===== src/rtl/conv_pkg.sv =====
// Shared definitions for the convolution MAC sequencer: FSM states,
// pipeline latencies and default widths.
package conv_pkg;

  localparam int DEF_INW  = 16;
  localparam int DEF_OUTW = 64;
  localparam int DEF_DIMW = 8;
  localparam int DEF_AW   = 16;

  // Cycles between the last issue and a stable accumulator, and memory read latency.
  localparam int DRAIN_CYCLES = 3;
  localparam int MEM_RD_LAT   = 1;

  typedef enum logic [2:0] {
    IDLE   = 3'd0,
    INIT   = 3'd1,
    ISSUE  = 3'd2,
    DRAIN  = 3'd3,
    OUTPUT = 3'd4,
    FINISH = 3'd5
  } state_e;

endpackage


===== src/rtl/conv_addr_gen.sv =====
// Output-pixel (r,c) and kernel-tap (i,j) counters with image/kernel/output
// address arithmetic; reports config legality and last-tap/last-pixel flags.
module conv_addr_gen
  import conv_pkg::*;
#(
  parameter int DIMW = DEF_DIMW,
  parameter int AW   = DEF_AW
) (
  input  logic            clk,
  input  logic            reset,
  input  logic            load_i,
  input  logic [DIMW-1:0] n_dim_i,
  input  logic [DIMW-1:0] m_dim_i,
  input  logic            clr_taps_i,
  input  logic            step_tap_i,
  input  logic            step_pix_i,
  output logic            cfg_err_o,
  output logic            last_tap_o,
  output logic            last_pix_o,
  output logic [AW-1:0]   x_addr_o,
  output logic [AW-1:0]   w_addr_o,
  output logic [AW-1:0]   out_addr_o
);

  logic [DIMW-1:0] n_q, n_d, m_q, m_d;
  logic [DIMW-1:0] r_q, r_d, c_q, c_d, i_q, i_d, j_q, j_d;
  logic [DIMW-1:0] span;
  logic [63:0]     n_sq;

  assign n_sq      = 64'(n_dim_i) * 64'(n_dim_i);
  assign cfg_err_o = (n_dim_i == '0) || (m_dim_i == '0) || (m_dim_i > n_dim_i) ||
                     (n_sq > (64'd1 << AW));

  assign span       = n_q - m_q;
  assign last_tap_o = (i_q == m_q - DIMW'(1)) && (j_q == m_q - DIMW'(1));
  assign last_pix_o = (r_q == span) && (c_q == span);

  // Products wrap at AW bits; legality of N*N is screened at start.
  assign x_addr_o   = (AW'(r_q) + AW'(i_q)) * AW'(n_q) + AW'(c_q) + AW'(j_q);
  assign w_addr_o   = AW'(i_q) * AW'(m_q) + AW'(j_q);
  assign out_addr_o = AW'(r_q) * (AW'(span) + AW'(1)) + AW'(c_q);

  // NOTE: every always_comb output gets a default first so no path infers a latch.
  always_comb begin
    n_d = n_q;
    m_d = m_q;
    r_d = r_q;
    c_d = c_q;
    i_d = i_q;
    j_d = j_q;
    if (load_i) begin
      n_d = n_dim_i;
      m_d = m_dim_i;
      r_d = '0;
      c_d = '0;
      i_d = '0;
      j_d = '0;
    end else begin
      if (clr_taps_i) begin
        i_d = '0;
        j_d = '0;
      end else if (step_tap_i) begin
        if (j_q == m_q - DIMW'(1)) begin
          j_d = '0;
          i_d = i_q + DIMW'(1);
        end else begin
          j_d = j_q + DIMW'(1);
        end
      end
      if (step_pix_i) begin
        if (c_q == span) begin
          c_d = '0;
          r_d = r_q + DIMW'(1);
        end else begin
          c_d = c_q + DIMW'(1);
        end
      end
    end
  end

  // NOTE: clocked state uses non-blocking assignments so all registers update together.
  always_ff @(posedge clk) begin
    if (reset) begin
      n_q <= '0;
      m_q <= '0;
      r_q <= '0;
      c_q <= '0;
      i_q <= '0;
      j_q <= '0;
    end else begin
      n_q <= n_d;
      m_q <= m_d;
      r_q <= r_d;
      c_q <= c_d;
      i_q <= i_d;
      j_q <= j_d;
    end
  end

endmodule


===== src/rtl/conv_mac_ctrl.sv =====
// Sequences a shared 2-stage pipelined MAC through a valid 2D convolution,
// emitting each finished pixel on a valid/ready stream.
module conv_mac_ctrl
  import conv_pkg::*;
#(
  parameter int INW  = DEF_INW,
  parameter int OUTW = DEF_OUTW,
  parameter int DIMW = DEF_DIMW,
  parameter int AW   = DEF_AW
) (
  input  logic            clk,
  input  logic            reset,
  input  logic            start,
  input  logic [DIMW-1:0] n_dim,
  input  logic [DIMW-1:0] m_dim,
  output logic            busy,
  output logic            done,
  output logic            err,
  output logic [AW-1:0]   x_addr,
  output logic [AW-1:0]   w_addr,
  output logic            mem_re,
  output logic            mac_init_acc,
  output logic            mac_input_valid,
  input  logic [OUTW-1:0] mac_out,
  output logic            out_valid,
  input  logic            out_ready,
  output logic [OUTW-1:0] out_data,
  output logic [AW-1:0]   out_addr
);

  if (OUTW < 2 * INW) begin : g_width_check
    $error("conv_mac_ctrl: OUTW cannot hold a full INW x INW product");
  end

  state_e                state_q, state_d;
  logic [1:0]            drain_q, drain_d;
  logic                  err_q, err_d;
  logic [OUTW-1:0]       out_data_q, out_data_d;
  logic [AW-1:0]         out_addr_q, out_addr_d;
  logic [MEM_RD_LAT-1:0] re_pipe_q;

  logic          load, clr_taps, step_tap, step_pix;
  logic          cfg_err, last_tap, last_pix;
  logic [AW-1:0] gen_out_addr;

  conv_addr_gen #(.DIMW(DIMW), .AW(AW)) u_addr_gen (
    .clk        (clk),
    .reset      (reset),
    .load_i     (load),
    .n_dim_i    (n_dim),
    .m_dim_i    (m_dim),
    .clr_taps_i (clr_taps),
    .step_tap_i (step_tap),
    .step_pix_i (step_pix),
    .cfg_err_o  (cfg_err),
    .last_tap_o (last_tap),
    .last_pix_o (last_pix),
    .x_addr_o   (x_addr),
    .w_addr_o   (w_addr),
    .out_addr_o (gen_out_addr)
  );

  assign busy            = (state_q != IDLE) && (state_q != FINISH);
  assign done            = (state_q == FINISH);
  assign err             = done && err_q;
  assign mem_re          = (state_q == ISSUE);
  assign mac_init_acc    = (state_q == INIT);
  assign mac_input_valid = re_pipe_q[MEM_RD_LAT-1];
  assign out_valid       = (state_q == OUTPUT);
  assign out_data        = out_data_q;
  assign out_addr        = out_addr_q;

  always_comb begin
    state_d    = state_q;
    drain_d    = drain_q;
    err_d      = err_q;
    out_data_d = out_data_q;
    out_addr_d = out_addr_q;
    load       = 1'b0;
    clr_taps   = 1'b0;
    step_tap   = 1'b0;
    step_pix   = 1'b0;
    unique case (state_q)
      IDLE: if (start) begin
        load    = 1'b1;
        err_d   = cfg_err;
        state_d = cfg_err ? FINISH : INIT;
      end
      INIT: begin
        clr_taps = 1'b1;
        state_d  = ISSUE;
      end
      ISSUE: begin
        step_tap = 1'b1;
        if (last_tap) begin
          drain_d = '0;
          state_d = DRAIN;
        end
      end
      // mac_out is final in the last drain cycle; capture it with its index.
      DRAIN: begin
        drain_d = drain_q + 2'd1;
        if (drain_q == 2'(DRAIN_CYCLES - 1)) begin
          out_data_d = mac_out;
          out_addr_d = gen_out_addr;
          state_d    = OUTPUT;
        end
      end
      OUTPUT: if (out_ready) begin
        step_pix = 1'b1;
        state_d  = last_pix ? FINISH : INIT;
      end
      FINISH:  state_d = IDLE;
      default: state_d = IDLE;
    endcase
  end

  always_ff @(posedge clk) begin
    if (reset) begin
      state_q    <= IDLE;
      drain_q    <= '0;
      err_q      <= 1'b0;
      out_data_q <= '0;
      out_addr_q <= '0;
      re_pipe_q  <= '0;
    end else begin
      state_q    <= state_d;
      drain_q    <= drain_d;
      err_q      <= err_d;
      out_data_q <= out_data_d;
      out_addr_q <= out_addr_d;
      re_pipe_q  <= MEM_RD_LAT'({re_pipe_q, mem_re});
    end
  end

endmodule


===== config.mk =====
export PLATFORM = sky130hd
export DESIGN_NAME = conv_mac_ctrl
export DESIGN_NICKNAME = d
export VERILOG_FILES = /design/src/rtl/conv_pkg.sv /design/src/rtl/conv_addr_gen.sv /design/src/rtl/conv_mac_ctrl.sv
export SDC_FILE = /design/constraint.sdc
export NUM_CORES = 1
export LEC_CHECK = 0
export BUFFER_PORTS_ARGS = -buffer_cell sky130_fd_sc_hd__buf_2
export CELL_PAD_IN_SITES_DETAIL_PLACEMENT = 1
export CELL_PAD_IN_SITES_GLOBAL_PLACEMENT = 1
export CORE_ASPECT_RATIO = 0.7
export CORE_MARGIN = 2
export CORE_UTILIZATION = 40
export CTS_CLUSTER_DIAMETER = 150
export CTS_CLUSTER_SIZE = 20
export DETAILED_ROUTE_END_ITERATION = 12
export PLACE_DENSITY_LB_ADDON = 0.08
export SYNTH_ARGS = -nofsm -noshare
export SYNTH_HDL_FRONTEND = slang
export SYNTH_SLANG_ARGS = --single-unit

===== constraint.sdc =====
create_clock -name clk -period 11.2 [get_ports clk]
set_input_delay 2.8 -clock clk [delete_from_list [all_inputs] [get_ports clk]]
set_output_delay 2.8 -clock clk [all_outputs]
set_load 0.01 [all_outputs]

==> impl_metrics.ini, run 1 <==
[flow_run]
maxCapViolations = 0

[timing]
maxSlewViolCount = 0
post-route-min-period_ns = 10.46
max_freq_mhz = 95.6
fin_setup_tns_ns = 0
fin_worst_skew_ns = 0.0155
finalSetupViolCount = 0
worst_pin_slew_ns = 0.893
max-slew-margin-rel_pct = 40.5
finalCritPeriodShare_pct = 93.4
rsz0062_at_grt = no
hold_violations = 0

[synthesis]
synth_warnings = 0
synth_top_area_share_pct = 20.8
ys_ff_latch = 135
synth_common_cells = nand2_1 (339), inv_1 (238), ha_1 (152), fa_1 (149), dfxtp_1 (135)
synth_cells = 1745
synth-edff-count = 0
synth_top_area_cell = fa_1
syn_nets = 2130
avgSynthCellArea_um2 = 8.23
ys.flop_type = dfxtp_1
synth.distinct_cells = 74
synthMostInstantiatedCell = nand2_1
ys_async_sr_fraction_pct = 0
syn-cell-area_mm2 = 0.0144
ys_seq_area_share_pct = 18.8
ys_top_cells_by_area = fa_1 (21%), dfxtp_1 (19%), ha_1 (13%), nand2_1 (8.9%), inv_1 (6.2%)

[setup_path]
crit_arrival_ns = 7.66
cp.required_ns = 8.40
start_kind = flip-flop
rr_worst_depth = 26
cp_max_fo = 15
rrSetupSlack_ns = 3.45
path_class = reg -> out
end_kind = primary output

[hold_path]
hold_path_depth = 2
hp-class = reg -> reg

[cells_and_area]
fin_nets = 2282
drive_gt1_share_pct = 14.5
areaGrowthSynthToFinish_pct = 13.8
fin_area_mm2 = 0.0163

[global_route]
grt.met3_usage_pct = 5.71
busiest_layer = met2
use_met2_pct = 36.3
grt_pass1_wl_um = 70400
grt_use_met1_pct = 34.9
grt_max_degree = 86
grt_overflow = 0
antenna_found_initial = 4
grt_use_total_pct = 24.0
grt_pass1_vias = 12838

[routing]
postRouteAntennaNets = 0
wl_per_cell_um = 18.2
first_pass_iters = 4
drt_iter0_drc = 569
vias_per_cell = 5.10
postRouteWirelength_um = 43500
num_vias = 12190
drc = 0

[floorplanning]
num_rows = 58
chipWidth_um = 230
initial_core_util_pct = 40.3
core_mm2 = 0.0356
die_area_mm2 = 0.0374
ios = 203
die_h_um = 163

[placed_design]
hpwl_um = 35100
place_area_mm2 = 0.0157
io_buffers = 202
globalplace.congestion = 0.846

[clocking]
postCtsResizedCells = 0
clkLatencyLatePin_ns = 0.45
hold_buffers = 0
path_clk_slew_ns = 0.07
cts_num_sinks = 135
cts_tree = built
clock-root-buffer = clkbuf_16
cts_buffer_depth = 2
htreeDepth = 4
cts_buffers = 17
cts_post_setup_buffers_inserted = 0

[power_and_ir_drop]
power_density_mw_per_mm2 = 86.3
peakVddDrop_v = 0.000109
p_total_mw = 1.41
leakage_nw = 8.10

[status]
status = completed
## cells by family (layout without fill, tap and decap cells)
group / Yosys count / count (layout) / synth area share, %
compound gates: 227 / 227 / 9.66
xor+xnor: 109 / 109 / 7.43
fa+ha+maj: 301 / 301 / 34.0
buf+inv: 321 / 486 / 8.57
flops: 135 / 135 / 18.8
mux: 7 / 7 / 0.523
other cells: 0 / 1 / 0
simple gates: 645 / 645 / 21.0
## cell type report
class                           instances  area (µm²)
Tap cell                              480         601
Inverter                              238         893
Timing Repair Buffer                  216        1120
Multi-Input combinational cell       1289       10400
Sequential cell                       135        2700
Fill cell                            4349       19300
Clock inverter                         14         153
Clock buffer                           18         439
Antenna cell                            1        2.50
## power by group
group / internal [mW] / leakage [nW] / switching, mW
logic: 0.110 / 6.71 / 0.192
registers: 0.488 / 1.09 / 0.0323
clock network: 0.323 / 0.296 / 0.265
total: 0.922 / 8.10 / 0.489
## registers in the layout, summed over array words and instances, names as in the netlist, 8 cells and up
| register | cells |
|---|---|
| out_addr | 16 |
| out_data | 64 |
| u_addr_gen.c_q | 8 |
| u_addr_gen.i_q | 8 |
| u_addr_gen.j_q | 8 |
| u_addr_gen.m_q | 8 |
| u_addr_gen.n_q | 8 |
| u_addr_gen.r_q | 8 |
## path summary, 6_finish.rpt
path	end	from
worst max register to register	out_addr[13]$_SDFFE_PP0P_	u_addr_gen.m_q[0]$_SDFFE_PP0P_
worst max-delay path	x_addr[15]	u_addr_gen.r_q[0]$_SDFFE_PP0P_
worst min register to register	out_data[46]$_SDFFE_PP0P_	out_data[46]$_SDFFE_PP0P_
worst min-delay path	out_data[46]$_SDFFE_PP0P_	out_data[46]$_SDFFE_PP0P_
## worst max-delay path: stages (launching register included)
cell	delay (ns)
dfxtp_1	0.51
ha_1	0.33
fa_1	0.42
a21o_1	0.17
a21oi_1	0.22
nor2b_1	0.07
o21a_1	0.18
nor2_1	0.13
xnor2_1	0.33
nand2_1	0.15
fa_1	0.50
inv_1	0.05
fa_1	0.50
inv_1	0.05
fa_1	0.47
inv_1	0.05
fa_1	0.54
inv_1	0.06
fa_1	0.49
inv_1	0.04
ha_1	0.24
o41ai_1	0.45
o21ai_0	0.22
o41ai_1	0.50
o21ai_0	0.22
xnor2_1	0.17
buf_2	0.14
## cell usage in the layout, fill, tap and decap left out, drive strengths merged, types with 5 or more instances in the layout
cell     instances
o21ai           17
mux2i            6
or2              9
xor2            22
nor2b           14
fa             149
a21oi          133
and3             7
nor4            11
nor3            23
nand4           15
o211ai           5
xnor3            7
ha             152
a211oi           5
nand3b           5
nand3           16
inv            249
o21a             8
or3             12
and2           100
o21bai           8
buf            216
clkbuf          18
dfxtp          135
nand2b           9
a21o            13
xnor2           80
nor2            74
a2111oi          5
nand2          339
## through the flow
stage,util (%),std cells,worst slack [ns],hold WS (ns)
2_1_floorplan,-,1745,2.15,0.437
5_1_grt,45.9,2391,0.105,0.469
3_3_place_gp,44.2,2358,1.33,0.439
4_1_cts,45.9,2390,0.709,0.452
6_report,45.9,2391,0.735,0.449
3_5_place_dp,44.2,2358,1.21,0.443
## metal layers
| metal | part of all wire [%] | vias up |
|---|---|---|
| li1 | - | 5862 |
| met1 | 50 | 6072 |
| met2 | 43 | 222 |
| met3 | 5.6 | 28 |
| met4 | 1.0 | 6 |
| met5 | 0.067 | - |
Power figures use the tool's default switching activity.
==> run 2: changes to the inputs <==
Settings changed: CTS_CLUSTER_DIAMETER 150 to unset, RECOVER_POWER set to 25, TNS_END_PERCENT set to 100.
==> impl_metrics.ini, run 2 (synthesis gave the netlist of run 1 again) <==
[global_route]
grt_max_degree = 86
grt_use_total_pct = 24.0
grt_overflow = 0
grt_pass1_wl_um = 70400
antenna_found_initial = 4
grt_pass1_vias = 12838

[timing]
finalSetupViolCount = 0
fin_setup_tns_ns = 0
max_freq_mhz = 95.5
rsz0062_at_grt = no
worst_pin_slew_ns = 2.39
fin_worst_skew_ns = 0.0157
hold_violations = 0
max-slew-margin-rel_pct = -59.5
post-route-min-period_ns = 10.47
finalCritPeriodShare_pct = 93.5
whs_ns = 0.453
maxSlewViolCount = 52

[setup_path]
cpMostUsedCell = fa_1
cp.required_ns = 8.40
crit_arrival_ns = 7.67
critPathBufInv = 6
crit_slowest_cell = fa_1
rr_endpoint = out_addr[13]$_SDFFE_PP0P_
start_kind = flip-flop
cp_max_fo = 15
rrSetupSlack_ns = 3.44
crit_family = adder cells
end_kind = primary output
r2r_start = u_addr_gen.m_q[0]$_SDFFE_PP0P_
rr_worst_depth = 26
path_class = reg -> out
slowest_delay_ns = 0.54

[placed_design]
io_buffers = 202
hpwl_um = 35100
dp.cells = 2358
globalplace.congestion = 0.846

[power_and_ir_drop]
p_seq_share_pct = 36.9
leakage_nw = 7.95
power_density_mw_per_mm2 = 86.6
peakVddDrop_v = 0.000110
p_comb_share_pct = 21.4
power.net_switching_uw = 490
clockPowerShare_pct = 41.7
p_total_mw = 1.41
p_sw_share_pct = 34.7
p_int_uw = 922

[routing]
vias_per_cell = 5.10
postRouteWirelength_um = 43400
drc = 0
first_pass_iters = 6
postRouteAntennaNets = 0
wl_per_cell_um = 18.2
drt_iter0_drc = 590
num_vias = 12193

[clocking]
cts_buffer_depth = 2
cts_post_setup_buffers_inserted = 0
postCtsResizedCells = 0
cts_tree = built
cts_num_sinks = 135
clock-root-buffer = clkbuf_16
cts_buffers = 17
hold_buffers = 0
htreeDepth = 4
path_clk_slew_ns = 0.07
clkLatencyLatePin_ns = 0.45

[status]
status = complete, but fails checks
violations = capacitance limit, slew limit

[hold_path]
hp-start = out_data[17]$_SDFFE_PP0P_
hold_path_depth = 2
hp-class = reg -> reg
whs_endpoint = out_data[17]$_SDFFE_PP0P_

[flow_run]
maxCapViolations = 1

[cells_and_area]
fin_nets = 2282
layout_commonest_cell = nand2_1
fin_cells = 2391
final_core_util_pct = 45.7
drive_gt1_share_pct = 12.7
num-fill-cells = 4355
largest_register_ffs = 64
areaGrowthSynthToFinish_pct = 13.5
layout_common_cells = nand2_1 (338), inv_1 (238), buf_2 (168)

[floorplanning]
initial_core_util_pct = 40.3
die_area_mm2 = 0.0374
num_rows = 58
die_h_um = 163
chipWidth_um = 230
core_mm2 = 0.0356
ios = 203
==> run 2: how the worst max path moves through the flow <==
stage / start / to / slack (ns) / cells past startpoint
after floorplan: u_addr_gen.r_q[0]$_SDFFE_PP0P_ / x_addr[15] / 2.15 / 25
after global placement: u_addr_gen.r_q[0]$_SDFFE_PP0P_ / x_addr[15] / 1.33 / 26
after detailed placement: u_addr_gen.r_q[0]$_SDFFE_PP0P_ / x_addr[15] / 1.21 / 26
after CTS: u_addr_gen.r_q[0]$_SDFFE_PP0P_ / x_addr[15] / 0.71 / 26
after global routing: u_addr_gen.r_q[0]$_SDFFE_PP0P_ / x_addr[15] / 0.11 / 26
final: u_addr_gen.r_q[0]$_SDFFE_PP0P_ / x_addr[15] / 0.73 / 26
==> run 2: layout make-up <==
type / instances / area [µm²] / area share [%]
clock inverter: 14 / 153 / 0.937
timing repair buffer: 216 / 1070 / 6.59
sequential: 135 / 2700 / 16.6
tap: 480 / 601 / 3.68
antenna: 1 / 2.50 / 0.0154
multi-input combinational: 1289 / 10400 / 64.0
inverter: 238 / 893 / 5.48
clock buffer: 18 / 439 / 2.69
==> run 2: worst reg2reg max path: stages, from the launching register on <==
cell,delay (ns)
dfxtp_1,0.81
ha_1,0.30
inv_1,0.06
fa_1,0.42
a211oi_1,0.46
nor2_1,0.16
xor2_2,0.33
nand3_1,0.20
nor2_1,0.21
xor2_1,0.53
nand2_1,0.18
fa_1,0.55
inv_1,0.06
fa_1,0.50
inv_1,0.06
fa_1,0.49
fa_1,0.50
inv_1,0.04
ha_1,0.33
o21a_1,0.21
o31a_1,0.13
o211ai_1,0.28
a21oi_1,0.16
nor3_1,0.24
xnor2_1,0.15
nand2_1,0.08
a21oi_1,0.20
==> run 2: layer usage <==
layer	part of all wire [%]	vias up	GRT usage, %
met1	50	6069	34.9
met3	5.6	31	5.71
met2	43	225	36.3
met5	0.067	-	0
li1	-	5862	-
met4	1.1	6	4.75
==> run 2: metrics by stage <==
step                      worst slack, ns  area, µm²
after floorplan                      2.15      14400
after global placement               1.33      15700
after detailed placement             1.21      15700
after CTS                           0.709      16300
after global routing                0.105      16300
final                               0.731      16300
==> run 2: power by group through the flow <==
stage / sequential (mW) / combinational (mW) / clock [mW]
3_3_place_gp: 0.531 / 0.292 / 0
4_1_cts: 0.520 / 0.300 / 0.602
3_5_place_dp: 0.531 / 0.298 / 0
5_1_grt: 0.523 / 0.335 / 0.621
6_report: 0.520 / 0.302 / 0.589
2_1_floorplan: 0.505 / 0.222 / 0
==> run 3: changes to the inputs <==
Settings changed: CORE_UTILIZATION 40 to 45, TNS_END_PERCENT 100 to unset.
==> impl_metrics.ini, run 3 (synthesis gave the netlist of run 1 again) <==
[clocking]
cts_buffer_depth = 2
path_clk_slew_ns = 0.07
clock-root-buffer = clkbuf_16
cts_tree = built
postCtsResizedCells = 0
cts_num_sinks = 135
clkLatencyLatePin_ns = 0.45
hold_buffers = 0
cts_post_setup_buffers_inserted = 0
cts_buffers = 17
htreeDepth = 4

[power_and_ir_drop]
leakage_nw = 7.82
p_total_mw = 1.39
power_density_mw_per_mm2 = 86.1
peakVddDrop_v = 0.0000782

[global_route]
grt_max_degree = 74
grt.met3_usage_pct = 7.06
grt_pass1_vias = 13044
use_met2_pct = 40.7
grt_pass1_wl_um = 70700
antenna_found_initial = 2
grt_use_total_pct = 26.9
busiest_layer = met2
grt_overflow = 0
grt_use_met1_pct = 39.0

[hold_path]
hp-start = out_data[7]$_SDFFE_PP0P_
hold_path_depth = 2
whs_endpoint = out_data[7]$_SDFFE_PP0P_
hp-class = reg -> reg

[placed_design]
hpwl_um = 34500
globalplace.congestion = 0.853
io_buffers = 202
dp.cells = 2290
place_area_mm2 = 0.0156

[routing]
first_pass_iters = 4
drc = 0
postRouteWirelength_um = 42800
wl_per_cell_um = 18.4
drt_iter0_drc = 751
num_vias = 12250
vias_per_cell = 5.27
postRouteAntennaNets = 0

[setup_path]
rr_worst_depth = 24
cp.required_ns = 8.40
rr_endpoint = out_addr[14]$_SDFFE_PP0P_
rrSetupSlack_ns = 3.50
crit_arrival_ns = 7.63
end_kind = primary output
r2r_start = u_addr_gen.m_q[0]$_SDFFE_PP0P_
path_class = reg -> out
start_kind = flip-flop
cp_max_fo = 12

[flow_run]
maxCapViolations = 1

[timing]
finalSetupViolCount = 0
rsz0062_at_grt = no
max-slew-margin-rel_pct = -33.0
worst_pin_slew_ns = 2.00
post-route-min-period_ns = 10.43
fin_setup_tns_ns = 0
finalCritPeriodShare_pct = 93.1
maxSlewViolCount = 40
max_freq_mhz = 95.9
fin_worst_skew_ns = 0.0131
hold_violations = 0

[floorplanning]
ios = 203
core_mm2 = 0.0313
initial_core_util_pct = 45.9
die_h_um = 153
chipWidth_um = 217
num_rows = 54
die_area_mm2 = 0.0334

[cells_and_area]
multiInputGateArea_mm2 = 0.0104
layout_common_cells = nand2_1 (338), inv_1 (238), buf_2 (154)
largest_register_ffs = 64
fin_cells = 2323
fin_area_mm2 = 0.0161
fin_nets = 2274
num-fill-cells = 3850
ff_latch_area_mm2 = 0.00270
final_core_util_pct = 51.6
layout_commonest_cell = nand2_1
areaGrowthSynthToFinish_pct = 12.4
drive_gt1_share_pct = 11.6

[status]
status = complete, but fails checks
violations = capacitance limit, slew limit
[run 3: cell types whose count changed in the layout (fill, tap and decap cells not counted)]
cell,change
clkinv_8,+2
inv_6,+1
clkinv_2,-1
clkbuf_8,-1
buf_2,-14
clkinvlp_4,+2
inv_8,-2
bufinv_16,-1
buf_4,-8
clkbuf_1,+14
[run 3: routing by layer]
layer  wire [µm]  up-vias
met4         514        2
met2       18800      264
met1       20700     6097
li1            -     5844
met5          13        -
met3        2770       43
[run 3: layout make-up]
class,count,area share [%]
well taps,420,3.26
repair buffers,208,6.17
flip-flops and latches,135,16.8
clock inverters,15,0.939
clock buffers,17,2.64
diodes,1,0.0155
inverters,238,5.54
multi-input cells,1289,64.7
[run 3: worst max-delay path, cell delays in order (launching register included)]
cell     delay (ns)
dfxtp_1        0.45
ha_1           0.30
fa_1           0.41
a21o_1         0.17
a21oi_1        0.22
nor2b_1        0.08
o21a_1         0.18
nor2_1         0.12
xnor2_1        0.34
nand2_1        0.16
fa_1           0.51
inv_1          0.05
fa_1           0.49
inv_1          0.05
fa_1           0.48
inv_1          0.06
fa_1           0.53
inv_1          0.05
fa_1           0.51
inv_1          0.05
ha_1           0.25
o41ai_1        0.54
o21ai_0        0.23
o41ai_1        0.43
o21ai_0        0.19
xnor2_1        0.16
buf_2          0.14
[run 3: how the worst max path moves through the flow]
stage	start	to	slack, ns
floorplan	u_addr_gen.r_q[0]$_SDFFE_PP0P_	x_addr[15]	2.15
global placement	u_addr_gen.r_q[1]$_SDFFE_PP0P_	x_addr[15]	1.46
detailed placement	u_addr_gen.i_q[0]$_SDFFE_PP0P_	x_addr[15]	1.27
CTS	u_addr_gen.i_q[0]$_SDFFE_PP0P_	x_addr[15]	0.76
global route	u_addr_gen.r_q[1]$_SDFFE_PP0P_	x_addr[15]	0.27
finish	u_addr_gen.i_q[0]$_SDFFE_PP0P_	x_addr[15]	0.77
[run 3: power breakdown]
| group | switching, mW | internal (mW) | leakage [nW] | total, mW |
|---|---|---|---|---|
| sequential | 0.0320 | 0.488 | 1.09 | 0.520 |
| combinational | 0.195 | 0.110 | 6.46 | 0.305 |
| clock | 0.268 | 0.296 | 0.278 | 0.564 |
| total | 0.495 | 0.895 | 7.82 | 1.39 |
[run 3: metrics by stage]
step	setup slack [ns]	hold WS, ns
finish	0.770	0.453
global route	0.274	0.478
CTS	0.763	0.454
detailed placement	1.27	0.444
global placement	1.46	0.439
floorplan	2.15	0.437
